File: config.mk
export PLATFORM = sky130hd
export DESIGN_NAME = mask_vect_pipe
export DESIGN_NICKNAME = d
export VERILOG_FILES = /design/src/rtl/mask_vect_pipe.sv
export SDC_FILE = /design/constraint.sdc
export NUM_CORES = 1
export LEC_CHECK = 0
export CAP_MARGIN = 15
export CORE_ASPECT_RATIO = 0.5
export CORE_MARGIN = 8
export CORE_UTILIZATION = 40
export DETAILED_ROUTE_END_ITERATION = 10
export DONT_BUFFER_PORTS = 1
export GPL_TIMING_DRIVEN = 0
export PLACE_DENSITY = 0.61
export RECOVER_POWER = 25
export SETUP_SLACK_MARGIN = 0.2
export SLEW_MARGIN = 20
export SYNTH_ARGS = -nofsm -noshare
export SYNTH_HDL_FRONTEND = slang
export SYNTH_SLANG_ARGS = --single-unit
File: constraint.sdc
create_clock -name clk -period 6.16 [get_ports clk]
set_input_delay 1.848 -clock clk [delete_from_list [all_inputs] [get_ports clk]]
set_output_delay 1.848 -clock clk [all_outputs]
set_load 0.02 [all_outputs]
File: src/rtl/mask_vect_pipe.sv
// mask_vect_pipe: two-stage valid/ready segment-vector masking stage
// with masked-segment count and saturating invalid-beat counter.
module mask_vect_pipe #(
    parameter int         KWID       = 104,
    parameter int         SEGWID     = 10,
    parameter int         NSEG       = KWID / 8,
    parameter int         VTWID      = SEGWID * NSEG,
    parameter logic [1:0] STAT_VALID = 2'b01,
    parameter logic [1:0] MASK_STAT  = 2'b11,
    parameter int         CNTWID     = 16,
    parameter int         CW         = $clog2(NSEG + 1)
) (
    input  logic              clk,
    input  logic              rst,
    input  logic              i_Valid,
    output logic              o_Ready,
    input  logic [SEGWID-1:0] i_Segment,
    input  logic [VTWID-1:0]  i_Segment_Vector,
    input  logic [NSEG-1:0]   i_Mask_Data,
    input  logic [1:0]        i_Mode,
    output logic              o_Valid,
    input  logic              i_Ready,
    output logic [VTWID-1:0]  o_Mask_Vect,
    output logic [CW-1:0]     o_Masked_Cnt,
    output logic              o_All_Masked,
    input  logic              i_Stat_Clr,
    output logic [CNTWID-1:0] o_Invalid_Cnt
);

    logic              r_s1_v;
    logic [VTWID-1:0]  r_s1_vec;
    logic [NSEG-1:0]   r_s1_mask;
    logic [1:0]        r_s1_mode;
    logic              r_s1_inv;

    logic              r_o_v;
    logic [VTWID-1:0]  r_o_vec;
    logic [CW-1:0]     r_o_cnt;
    logic              r_o_all;
    logic [CNTWID-1:0] r_inv_cnt;

    logic              w_s1_adv;
    logic              w_accept;
    logic              w_in_inv;
    logic [NSEG-1:0]   w_em;
    logic [VTWID-1:0]  w_vec;
    logic [CW-1:0]     w_cnt;
    logic              w_all;
    logic              w_unused_id;

    // Only the status field of the selector segment matters.
    assign w_unused_id = ^i_Segment[SEGWID-3:0];

    assign w_s1_adv = r_s1_v && (!r_o_v || i_Ready);
    assign o_Ready  = !r_s1_v || w_s1_adv;
    assign w_accept = i_Valid && o_Ready;
    assign w_in_inv = (i_Segment[SEGWID-1:SEGWID-2] != STAT_VALID);

    assign o_Valid       = r_o_v;
    assign o_Mask_Vect   = r_o_vec;
    assign o_Masked_Cnt  = r_o_cnt;
    assign o_All_Masked  = r_o_all;
    assign o_Invalid_Cnt = r_inv_cnt;

    // Stage 1: capture an accepted beat, hold it while stalled.
    always_ff @(posedge clk) begin
        if (rst) begin
            r_s1_v    <= 1'b0;
            r_s1_vec  <= '0;
            r_s1_mask <= '0;
            r_s1_mode <= '0;
            r_s1_inv  <= 1'b0;
        end else if (w_accept) begin
            r_s1_v    <= 1'b1;
            r_s1_vec  <= i_Segment_Vector;
            r_s1_mask <= i_Mask_Data;
            r_s1_mode <= i_Mode;
            r_s1_inv  <= w_in_inv;
        end else if (w_s1_adv) begin
            r_s1_v    <= 1'b0;
        end
    end

    // Effective mask: an invalid selector masks everything.
    always_comb begin
        w_em = '0;
        if (r_s1_inv) begin
            w_em = '1;
        end else begin
            unique case (r_s1_mode)
                2'b00:   w_em = r_s1_mask;
                2'b01:   w_em = ~r_s1_mask;
                2'b10:   w_em = '0;
                default: w_em = '1;
            endcase
        end
    end

    // Apply the mask to status fields and count applied mask bits.
    always_comb begin
        w_vec = r_s1_vec;
        w_cnt = '0;
        for (int k = 0; k < NSEG; k++) begin
            if (w_em[k]) begin
                w_vec[k*SEGWID + SEGWID-2 +: 2] = MASK_STAT;
            end
            w_cnt = w_cnt + CW'(w_em[k]);
        end
        w_all = (w_cnt == CW'(NSEG));
    end

    // Stage 2: output register, held while downstream stalls.
    always_ff @(posedge clk) begin
        if (rst) begin
            r_o_v   <= 1'b0;
            r_o_vec <= '0;
            r_o_cnt <= '0;
            r_o_all <= 1'b0;
        end else if (w_s1_adv) begin
            r_o_v   <= 1'b1;
            r_o_vec <= w_vec;
            r_o_cnt <= w_cnt;
            r_o_all <= w_all;
        end else if (i_Ready) begin
            r_o_v   <= 1'b0;
        end
    end

    // Saturating count of accepted invalid beats; clear has priority.
    always_ff @(posedge clk) begin
        if (rst) begin
            r_inv_cnt <= '0;
        end else if (i_Stat_Clr) begin
            r_inv_cnt <= '0;
        end else if (w_accept && w_in_inv && (r_inv_cnt != {CNTWID{1'b1}})) begin
            r_inv_cnt <= r_inv_cnt + 1'b1;
        end
    end

endmodule
# Word level (Yosys, flattened, before mapping)
# Cells that the tools add are included.
# word_totals
register_bits,299
mem_count,0
in_bits,160
output_inout_bits,153
latchBits,0
mem_bits_ro,0
mem_bits_rw,0
wordCells,60
# op_classes
mux,19
n_addsub,13
mul,0
n_eq_ne,5
bitwise,1
div_mod_pow,0
order_cmp,0
reduce_logical,12
shift,0
# op_table
cell,count
$pmux W13 S3,1
$add A4 B1 Y4,9
$mux W2,13
$add A16 B1 Y16 const B,1
$ne A16 B16 Y1 const B,1
$mux W13,1
$not A13 Y13,1
$add A3 B1 Y4,1
$eq A4 B4 Y1 const B,1
$logic_and A1 B1 Y1,4
$mux W1,4
$reduce_bool A2 Y1,2
$add A2 B1 Y3,1
$add A1 B1 Y2,1
$eq A2 B1 Y1 const B,1
$eq A2 B2 Y1 const B,1
$logic_not A1 Y1,2
$logic_not A2 Y1,1
$logic_or A1 B1 Y1,2
$ne A2 B1 Y1 const B,1
$reduce_or A2 Y1,1

# Longest topological paths before layout
# Gate-level depths: netlist of the first run.
# depth
word_depth,16
mapped_depth,16
depth_no_buf,16

# Worst setup path after synthesis of the first run
# No wires, ideal clock.
# synth_path
kind,register to register
startpoint,register r_s1_mode[0]
endpoint,"register r_o_all, in the netlist o_All_Masked"
setup_slack_ns,1.230
stages_incl_launch_ff,17
setup_time_ns,0.070
required_time_ns,6.090
period_less_slack_ns,4.930
path_buffers,2
arrival_time_ns,4.860
cell_sequence,dfxtp_1 -> clkbuf_1 -> buf_2 -> xnor2_1 -> or2_2 -> fa_1 -> fa_1 -> fa_1 -> inv_1 -> fa_1 -> inv_1 -> fa_1 -> fa_1 -> xor2_1 -> nand3b_1 -> or3_1 -> a21oi_1
# synth_via
elab_chain_cells,16
elab_cells_between_ends,18
cone_classes,add/sub (12); eq/ne (3); mux (2); reduce/logical (1)
# synth_lines
element,line_no,rtl
start: declaration,33,logic [1:0] r_s1_mode;
start signal: assignment,77,r_s1_mode <= i_Mode;
"$eq A2 B2 Y1, or another cell as far along",90,unique case (r_s1_mode)
$pmux W13 S3 (*),90,
$mux W13 (*),87,if (r_s1_inv) begin
$add A1 B1 Y2,107,w_cnt = w_cnt + CW'(w_em[k]);
$add A2 B1 Y3,107,
$add A3 B1 Y4,107,
$add A4 B1 Y4 (8 in a row),107,
$add A4 B1 Y4 (*),107,
$eq A4 B4 Y1 (*),109,w_all = (w_cnt == CW'(NSEG));
end signal: assignment,123,r_o_all <= w_all;
end: declaration,39,logic r_o_all;
# Every way passes the cells marked *; elsewhere a longest branch is shown, timed or not.
# A chain may end at the register's enable or synchronous reset.

# Worst setup path in the final report of the first run
# Ends and elaborated chain as after synthesis.

==> results of run 1 <==
[power by group]
group	switching [mW]	internal (mW)
clock	0.727	1.01
combinational	0.309	0.181
sequential	0.113	2.03
total	1.15	3.22
[worst paths after layout]
kind              slack (ns)         start  cells past startpoint               to
setup / recovery        0.86  r_s1_mode[0]                     16     o_All_Masked
hold / removal          0.45  r_s1_vec[43]                      2  o_Mask_Vect[43]
setup reg to reg        0.86  r_s1_mode[0]                     16     o_All_Masked
hold reg to reg         0.45  r_s1_vec[43]                      2  o_Mask_Vect[43]
[kinds of logic after synthesis]
family                     after synthesis  share of synthesized area
and+or+nand+nor                        678                     0.2563
AOI/OAI and AO/OA                      281                     0.1301
buffers and inverters                  116                    0.03942
xor gates and xnor gates                14                    0.01104
DFF                                    299                     0.5389
muxes                                    6                   0.005407
adders and majority gates               12                    0.01892
[metal layers]
layer  global-route usage  vias to the layer above  wire length [um]
li1                     -                     4680                 -
met1               0.2429                     4421             14410
met2               0.3246                      298             16340
met3              0.05213                       88              2338
met4              0.07982                        4              1584
met5                    0                        -                27
[layout make-up]
cell class              instances  area, um^2
clock buffers                  39       790.8
flip-flops and latches        299        5986
diodes                          2       5.005
well taps                     382       478.0
plain buffers                 102       385.4
fillers                      2769       14990
multi-input cells             991        4684
inverters                      14       52.55
clock inverters                 9       120.1
[synthesized netlist by cell type (2+ instances only)]
cell                       number
sky130_fd_sc_hd__or3_1          6
sky130_fd_sc_hd__or4_1          5
sky130_fd_sc_hd__and4_1         3
sky130_fd_sc_hd__inv_1         14
sky130_fd_sc_hd__buf_1         11
sky130_fd_sc_hd__ha_1           4
sky130_fd_sc_hd__o211a_1        2
sky130_fd_sc_hd__xnor2_1       13
sky130_fd_sc_hd__o21ai_0        4
sky130_fd_sc_hd__nor4_1        32
sky130_fd_sc_hd__a21oi_1      264
sky130_fd_sc_hd__or2_2          9
sky130_fd_sc_hd__nand3_1        5
sky130_fd_sc_hd__nor2_1        36
sky130_fd_sc_hd__a211oi_1       3
sky130_fd_sc_hd__fa_1           8
sky130_fd_sc_hd__mux2i_1        6
sky130_fd_sc_hd__nand2b_1      15
sky130_fd_sc_hd__o31ai_1        4
sky130_fd_sc_hd__nand3b_1       2
sky130_fd_sc_hd__nand2_1      521
sky130_fd_sc_hd__nand4_1        7
sky130_fd_sc_hd__nor3_1        29
sky130_fd_sc_hd__clkbuf_1      89
sky130_fd_sc_hd__dfxtp_1      299
sky130_fd_sc_hd__and2_1         4
sky130_fd_sc_hd__buf_2          2
[state kept, by name (all words and copies together) (netlist names)]
signal,cells
o_Masked_Cnt,4
r_s1_vec,130
o_Valid,1
r_s1_v,1
r_s1_mask,13
o_Mask_Vect,130
r_s1_mode,2
o_Invalid_Cnt,16
r_s1_inv,1
o_All_Masked,1
[worst min-delay path, cell delays in order (launching register included)]
cell and delay [ns]:
sky130_fd_sc_hd__dfxtp_1 0.31, sky130_fd_sc_hd__nand2_1 0.05, sky130_fd_sc_hd__a21oi_1 0.05
==> results by stage, run 1 <==
Hold path:
- The min-delay analysis places its worst path in the category flip-flop to flip-flop.

Cells and area:
- The fraction of layout instances using a drive strength above 1 is 0.03920.
- After routing the design area is 0.01250 mm^2.
- The count of non-filler cells in the finished layout is 1838.
- In the final design database the tool counted 1607 nets.
- The post-synthesis to final-layout area growth is 12.55%.
- The most common cell after layout, fill and taps aside is sky130_fd_sc_hd__nand2_1.
- The fraction of the core area covered by cells at the end of the flow is 0.4547.
- The library cells used most frequently in the layout, excluding fill and tap cells, are sky130_fd_sc_hd__nand2_1, sky130_fd_sc_hd__dfxtp_1, sky130_fd_sc_hd__a21oi_1.

Timing:
- The number of slew-limit violations in the final report is 0.
- Across the routed clock network, the largest skew measured is 0.01032 ns.
- The minimum clock period after layout is 5.304 ns.
- The slew at the pin with the worst max-slew slack is 0.9173 ns.
- The setup violation total in the final timing report is 0.
- The worst hold slack after final layout is 0.4509 ns.
- In the finished design, the share of the clock period the worst path needs comes to 0.8611.
- The maximum achievable frequency is 188.5 MHz.
- Setup repair after global routing left no endpoint under its margin.
- Headroom to the max-slew limit came out at 0.3884.
- Adding up every negative setup slack in the final design gives 0 ns.
- The final setup slack of the worst path is 0.8556 ns.
- The number of failing hold endpoints at the final stage is 0.

Critical path:
- The required time at the worst-slack endpoint is 6.62 ns.
- STA puts the critical path data arrival time at 5.77 ns.
- The maximum fanout count along the critical path is 10.
- The critical path in this run is classified as flip-flop to flip-flop.
- The sort of element at the end of the critical path is a flip-flop.
- In this design, the critical path's most frequently occurring cell is sky130_fd_sc_hd__fa_1.
- In this design, the stage delay of the slowest critical-path cell is 0.55 ns.
- Walking the worst path, the cells encountered are clkbuf_1 -> buf_2 -> xnor2_1 -> or2_2 -> fa_1 -> fa_1 -> fa_1 -> inv_1 -> fa_1 -> inv_1 -> fa_1 -> fa_1 -> xor2_1 -> nand3b_1 -> or3_1 -> a21oi_1.
- STA classifies the critical path startpoint as a flip-flop.
- The slowest stage of the critical path belongs to the cell sky130_fd_sc_hd__fa_1.
- The count of buffering cells on the critical path with inverters included is 4.
- The gate family responsible for the most delay along the worst path is adder cells.

Status:
- The flow ran to the end, and the final reports show no timing, DRC or antenna violations.

Routing:
- Dividing the detail-routed via count by the number of cells gives 5.164.
- For this run, design rule violations remaining after detail routing come to 0.
- In this run, the number of DRC markers left after iteration 0 of detailed routing was 594.
- The detail route stage leaves a number of antenna-violating nets equal to 0.
- In the final routed layout, each cell accounts on average for 18.88 um.
- The wire length reported by the detailed router is 34700 um.
- The count of TritonRoute iterations in the first routing pass is 5.
- The via count is 9491.

Yosys:
- In the synthesized netlist, the number of instances is 1406.
- The mean area per synthesized cell is 7.901 um^2.
- The register bit count reported by yosys is 299.
- The primary flip-flop cell chosen by synthesis mapping is sky130_fd_sc_hd__dfxtp_1.
- By area the synthesized netlist is led by sky130_fd_sc_hd__dfxtp_1, sky130_fd_sc_hd__nand2_1, sky130_fd_sc_hd__a21oi_1.
- The async set-or-reset flop fraction in the synthesized netlist is 0.
- The part of the Yosys area used for sequential elements is 0.5389.
- Of the post-synthesis cell area, the dominant cell type holds 0.5389.
- The distinct cell type count after synthesis is 36.
- The net count of the mapped netlist is 1578.
- Counting flops with a built-in enable in the synthesized netlist gives 0.
- In this run the cell area of the synthesized design comes to 0.01111 mm^2.
- The library cell occupying the most area in the post-synthesis netlist is sky130_fd_sc_hd__dfxtp_1.
- The Yosys warning count is 0.

CTS:
- The number of clock sinks seen by CTS is 299.
- The clock tree buffer depth is 3.
- Clock tree synthesis inserted a total of 27 buffers.
- In this run the number of H-tree levels came out at 1.
- The TritonCTS clock tree is yes.
- The CTS clock-pin slew for the worst setup and hold paths is 0.07 ns.
- Hold repair after CTS inserted 0 buffers.
- The count of buffers added by post-CTS timing repair for setup is 0.
- The library cell used as clock root buffer is sky130_fd_sc_hd__clkbuf_16.
- For the worst-skew pair, the clock arrives at the later sink with an insertion delay of 0.54 ns.
- Post-CTS repair changed the size of 0 cells.

Floorplanning:
- The number of standard-cell rows in the floorplan is 43.
- Measured along the x axis, the die boundary spans 251.7 um.
- The die is 133.8 um tall.
- The full die area is 0.03368 mm^2.
- The number of ports placed on the die boundary is 313.
- The total area inside the core boundary comes to 0.02749 mm^2.
- For this configuration, the core starts out at a cell density of 0.4040.

Global routing:
- The number of global-route vias before repair is 9032.
- Entering global routing, the biggest net connects 16 pins.
- The global-route total usage across every layer is 0.1966.
- The global-route congestion overflow total is 0.
- The initial antenna violation count is 4.
- The first global-routing pass estimated 52500 um of wire.

Pwr:
- Summed over all cells, the static leakage comes to 4.441 nW.
- Power spread over the standard cell area amounts to 349.6 mW/mm^2.
- The sum of internal, switching and leakage power is 4.371 mW.
- The maximum VDD drop is 0.1808 mV.

Placement:
- In this run the tool buffered the top-level ports with 0 buffer cells.
- The worst setup slack after placement is 0.8360 ns.
- The total half-perimeter wirelength after legalization and detailed placement is 26340 um.
- The placed instances occupy a cell area of 0.01159 mm^2.
- Routability-driven placement finished with a final weighted congestion of 0.8429.
- Counting tap cells, the placed design contains a total of 1788 instances.

Job:
- The count of max-cap constraint violations is 0.
Power figures use the tool's default switching activity.
==> run 2: changes to the inputs <==
SLEW_MARGIN = 40   (was 20)
==> run 2 against run 1 <==
Register-to-register slack got worse by 0.02 ns. Sequential power barely moved. First-iteration DRC count fell by 5.4%. Maximum frequency fell by 0.35%. Via count barely moved. Utilization barely moved. Non-clock buffer count did not move. Global-route usage fell by 0.20 points. Cell count did not move. Critical endpoint unchanged.
==> results by stage, run 2 (synthesized netlist as in run 1, its figures left out) <==
CTS:
- The number of resized instances in the post-cts repair step is 0 (unchanged).
- The count of buffers added by post-CTS timing repair for setup is 0 (unchanged).
- The H-tree depth came to 1 (unchanged).
- The number of clock sinks seen by CTS came to 299 (unchanged).
- The CTS clock-pin slew for the worst setup and hold paths was 0.07 ns (about the same).
- The clock buffer count from CTS is 27 (unchanged).
- The library cell used as clock root buffer is sky130_fd_sc_hd__clkbuf_16 (unchanged).
- The number of hold buffers added after CTS is 0 (unchanged).
- The TritonCTS clock tree is yes (unchanged).
- The clock tree buffer depth is 3 (unchanged).
- The clock latency of the later-clocked register in the worst-skew pair was 0.54 ns (about the same).

Global routing:
- The number of global-route vias before repair is 9019 (was 9032).
- The pin count of the biggest net entering global routing was 16 (unchanged).
- The initial antenna violation count is 2 (was 4).
- The global-route total usage across every layer is 0.1946 (was 0.1966).
- The wire length of the first global-routing pass is 51900 um (was 52500 um).
- The global-route congestion overflow total was 0 (unchanged).

Job:
- The count of max-cap constraint violations is 0 (unchanged).

Placement:
- The total half-perimeter wirelength after legalization and detailed placement is 26320 um (was 26340 um).
- The count of port buffers added during placement was 0 (unchanged).
- The placer congestion estimate was 0.8429 (unchanged).
- The worst setup slack after placement was 0.8464 ns (was 0.8360 ns).

Timing:
- The number of failing hold endpoints at the final stage was 0 (unchanged).
- The number of slew-limit violations in the final report came to 0 (unchanged).
- The final worst clock skew is 0.007830 ns (was 0.01032 ns).
- The final setup slack of the worst path is 0.8372 ns (was 0.8556 ns).
- The final critical-path share of the clock period is 0.8641 (was 0.8611).
- The maximum achievable frequency is 187.9 MHz (was 188.5 MHz).
- The worst hold slack after final layout is 0.4409 ns (was 0.4509 ns).
- The final sum of negative setup slack was 0 ns (unchanged).
- The minimum clock period after layout is 5.323 ns (was 5.304 ns).
- The setup violation total in the final timing report was 0 (unchanged).
- The slew at the pin with the worst max-slew slack is 0.8068 ns (was 0.9173 ns).
- RSZ-0062 raised after global routing: no (unchanged).
- The remaining max-slew budget at the tightest pin is 0.4621 (was 0.3884).

Critical path:
- The count of buffering cells on the critical path with inverters included is 4 (unchanged).
- The maximum cell stage delay along the critical path is 0.55 ns (about the same).
- The critical path class is flip-flop to flip-flop (unchanged).
- The gate family responsible for the most delay along the worst path is adder cells (unchanged).
- The required time at the worst-slack endpoint is 6.63 ns (was 6.62 ns).
- The critical path data arrival time is 5.79 ns (was 5.77 ns).
- The maximum fanout count along the critical path is 10 (unchanged).
- List of cells traversed by the critical path: clkbuf_1 -> buf_2 -> xnor2_1 -> or2_2 -> fa_1 -> fa_1 -> fa_1 -> inv_1 -> fa_1 -> inv_1 -> fa_1 -> fa_1 -> xor2_1 -> nand3b_1 -> or3_1 -> a21oi_1 (unchanged).
- The kind of launch point of the worst setup path is a flip-flop (unchanged).
- The most frequent cell on the critical path is sky130_fd_sc_hd__fa_1 (unchanged).
- The sort of element at the end of the critical path is a flip-flop (unchanged).
- The slowest library cell on the worst path is sky130_fd_sc_hd__fa_1 (unchanged).

Floorplanning:
- The width of the die is 251.7 um (unchanged).
- The number of ports placed on the die boundary is 313 (unchanged).
- The die extent in y is 133.8 um (unchanged).
- The core region area came to 0.02749 mm^2 (unchanged).
- The full die area is 0.03368 mm^2 (unchanged).
- The number of standard-cell rows in the floorplan was 43 (unchanged).
- The effective utilization at floorplan is 0.4040 (unchanged).

Routing:
- The post-detailed-route wirelength per cell is 18.78 um (was 18.88 um).
- The count of antenna-violating nets left after detailed routing is 0 (unchanged).
- The final routed DRC violation total is 0 (unchanged).
- The count of TritonRoute iterations in the first routing pass was 6 (was 5).
- The number of violations reported at the end of detailed-routing iteration 0 is 562 (was 594).
- The via count normalized by instance count was 5.161 (was 5.164).
- The via count is 9486 (was 9491).
- The wire length reported by the detailed router is 34510 um (was 34700 um).

Pwr:
- The maximum VDD drop came to 0.1881 mV (was 0.1808 mV).
- The total power per unit cell area is 347.9 mW/mm^2 (was 349.6 mW/mm^2).
- The reported leakage power is 4.441 nW (about the same).

Cells and area:
- The fraction of layout instances using a drive strength above 1 was 0.04127 (was 0.03920).
- The most common cell after layout, fill and taps aside is sky130_fd_sc_hd__nand2_1 (unchanged).
- Highest-count cells in the layout ignoring fill and taps: sky130_fd_sc_hd__nand2_1, sky130_fd_sc_hd__dfxtp_1, sky130_fd_sc_hd__a21oi_1 (unchanged).
- The post-synthesis to final-layout area growth is 12.47% (was 12.55%).
- The number of nets in the final layout came to 1607 (unchanged).

Status:
- Status: complete, no violations (unchanged).

Hold path:
- The class of the most critical hold timing path was flip-flop to flip-flop (unchanged).
## run 2: worst paths after layout
kind	startpoint	endpoint	slack (ns)	cells past startpoint
max	r_s1_mode[0]	o_All_Masked	0.84	16
min	r_s1_vec[101]	o_Mask_Vect[101]	0.44	2
max reg2reg	r_s1_mode[0]	o_All_Masked	0.84	16
min reg2reg	r_s1_vec[101]	o_Mask_Vect[101]	0.44	2
## run 2: through the flow
stage	utilization	power [mW]	std cells	cell area, um^2
floorplan	-	2.530	1406	11110
global placement	0.4214	2.665	1788	11590
detailed placement	0.4215	2.674	1788	11590
CTS	0.4540	4.399	1836	12480
global route	0.4543	4.562	1837	12490
finish	0.4544	4.346	1838	12490
## run 2: worst register-to-register path, cell delays in order (launching register included)
cell and delay, ns:
sky130_fd_sc_hd__dfxtp_1 0.31, sky130_fd_sc_hd__clkbuf_1 0.24, sky130_fd_sc_hd__buf_2 0.35, sky130_fd_sc_hd__xnor2_1 0.21, sky130_fd_sc_hd__or2_2 0.33, sky130_fd_sc_hd__fa_1 0.55, sky130_fd_sc_hd__fa_1 0.44, sky130_fd_sc_hd__fa_1 0.55
sky130_fd_sc_hd__inv_1 0.06, sky130_fd_sc_hd__fa_1 0.52, sky130_fd_sc_hd__inv_1 0.05, sky130_fd_sc_hd__fa_1 0.46, sky130_fd_sc_hd__fa_1 0.40, sky130_fd_sc_hd__xor2_1 0.22, sky130_fd_sc_hd__nand3b_1 0.09, sky130_fd_sc_hd__or3_1 0.33
sky130_fd_sc_hd__a21oi_1 0.16
## run 2: layer usage
metal | vias to the layer above | part of all wire | global-route usage | routed length, um
li1 | 4683 | - | - | -
met1 | 4426 | 0.42 | 0.2406 | 14420
met2 | 276 | 0.46 | 0.3168 | 15970
met3 | 99 | 0.068 | 0.05136 | 2346
met4 | 2 | 0.051 | 0.08883 | 1761
met5 | - | 0.00038 | 0 | 13
## run 2: layout make-up
class,count,area (um^2)
well taps,382,478.0
fillers,2786,15000
plain buffers,102,389.1
flip-flops and latches,299,5986
clock inverters,10,125.1
clock buffers,38,767.0
diodes,2,5.005
multi-input cells,991,4691
inverters,14,52.55
## run 2: where the power goes
group          internal (mW)  leakage, nW  switching, mW
logic                  0.181         1.55          0.309
registers               2.03         2.45          0.113
clock network          0.989        0.446          0.728
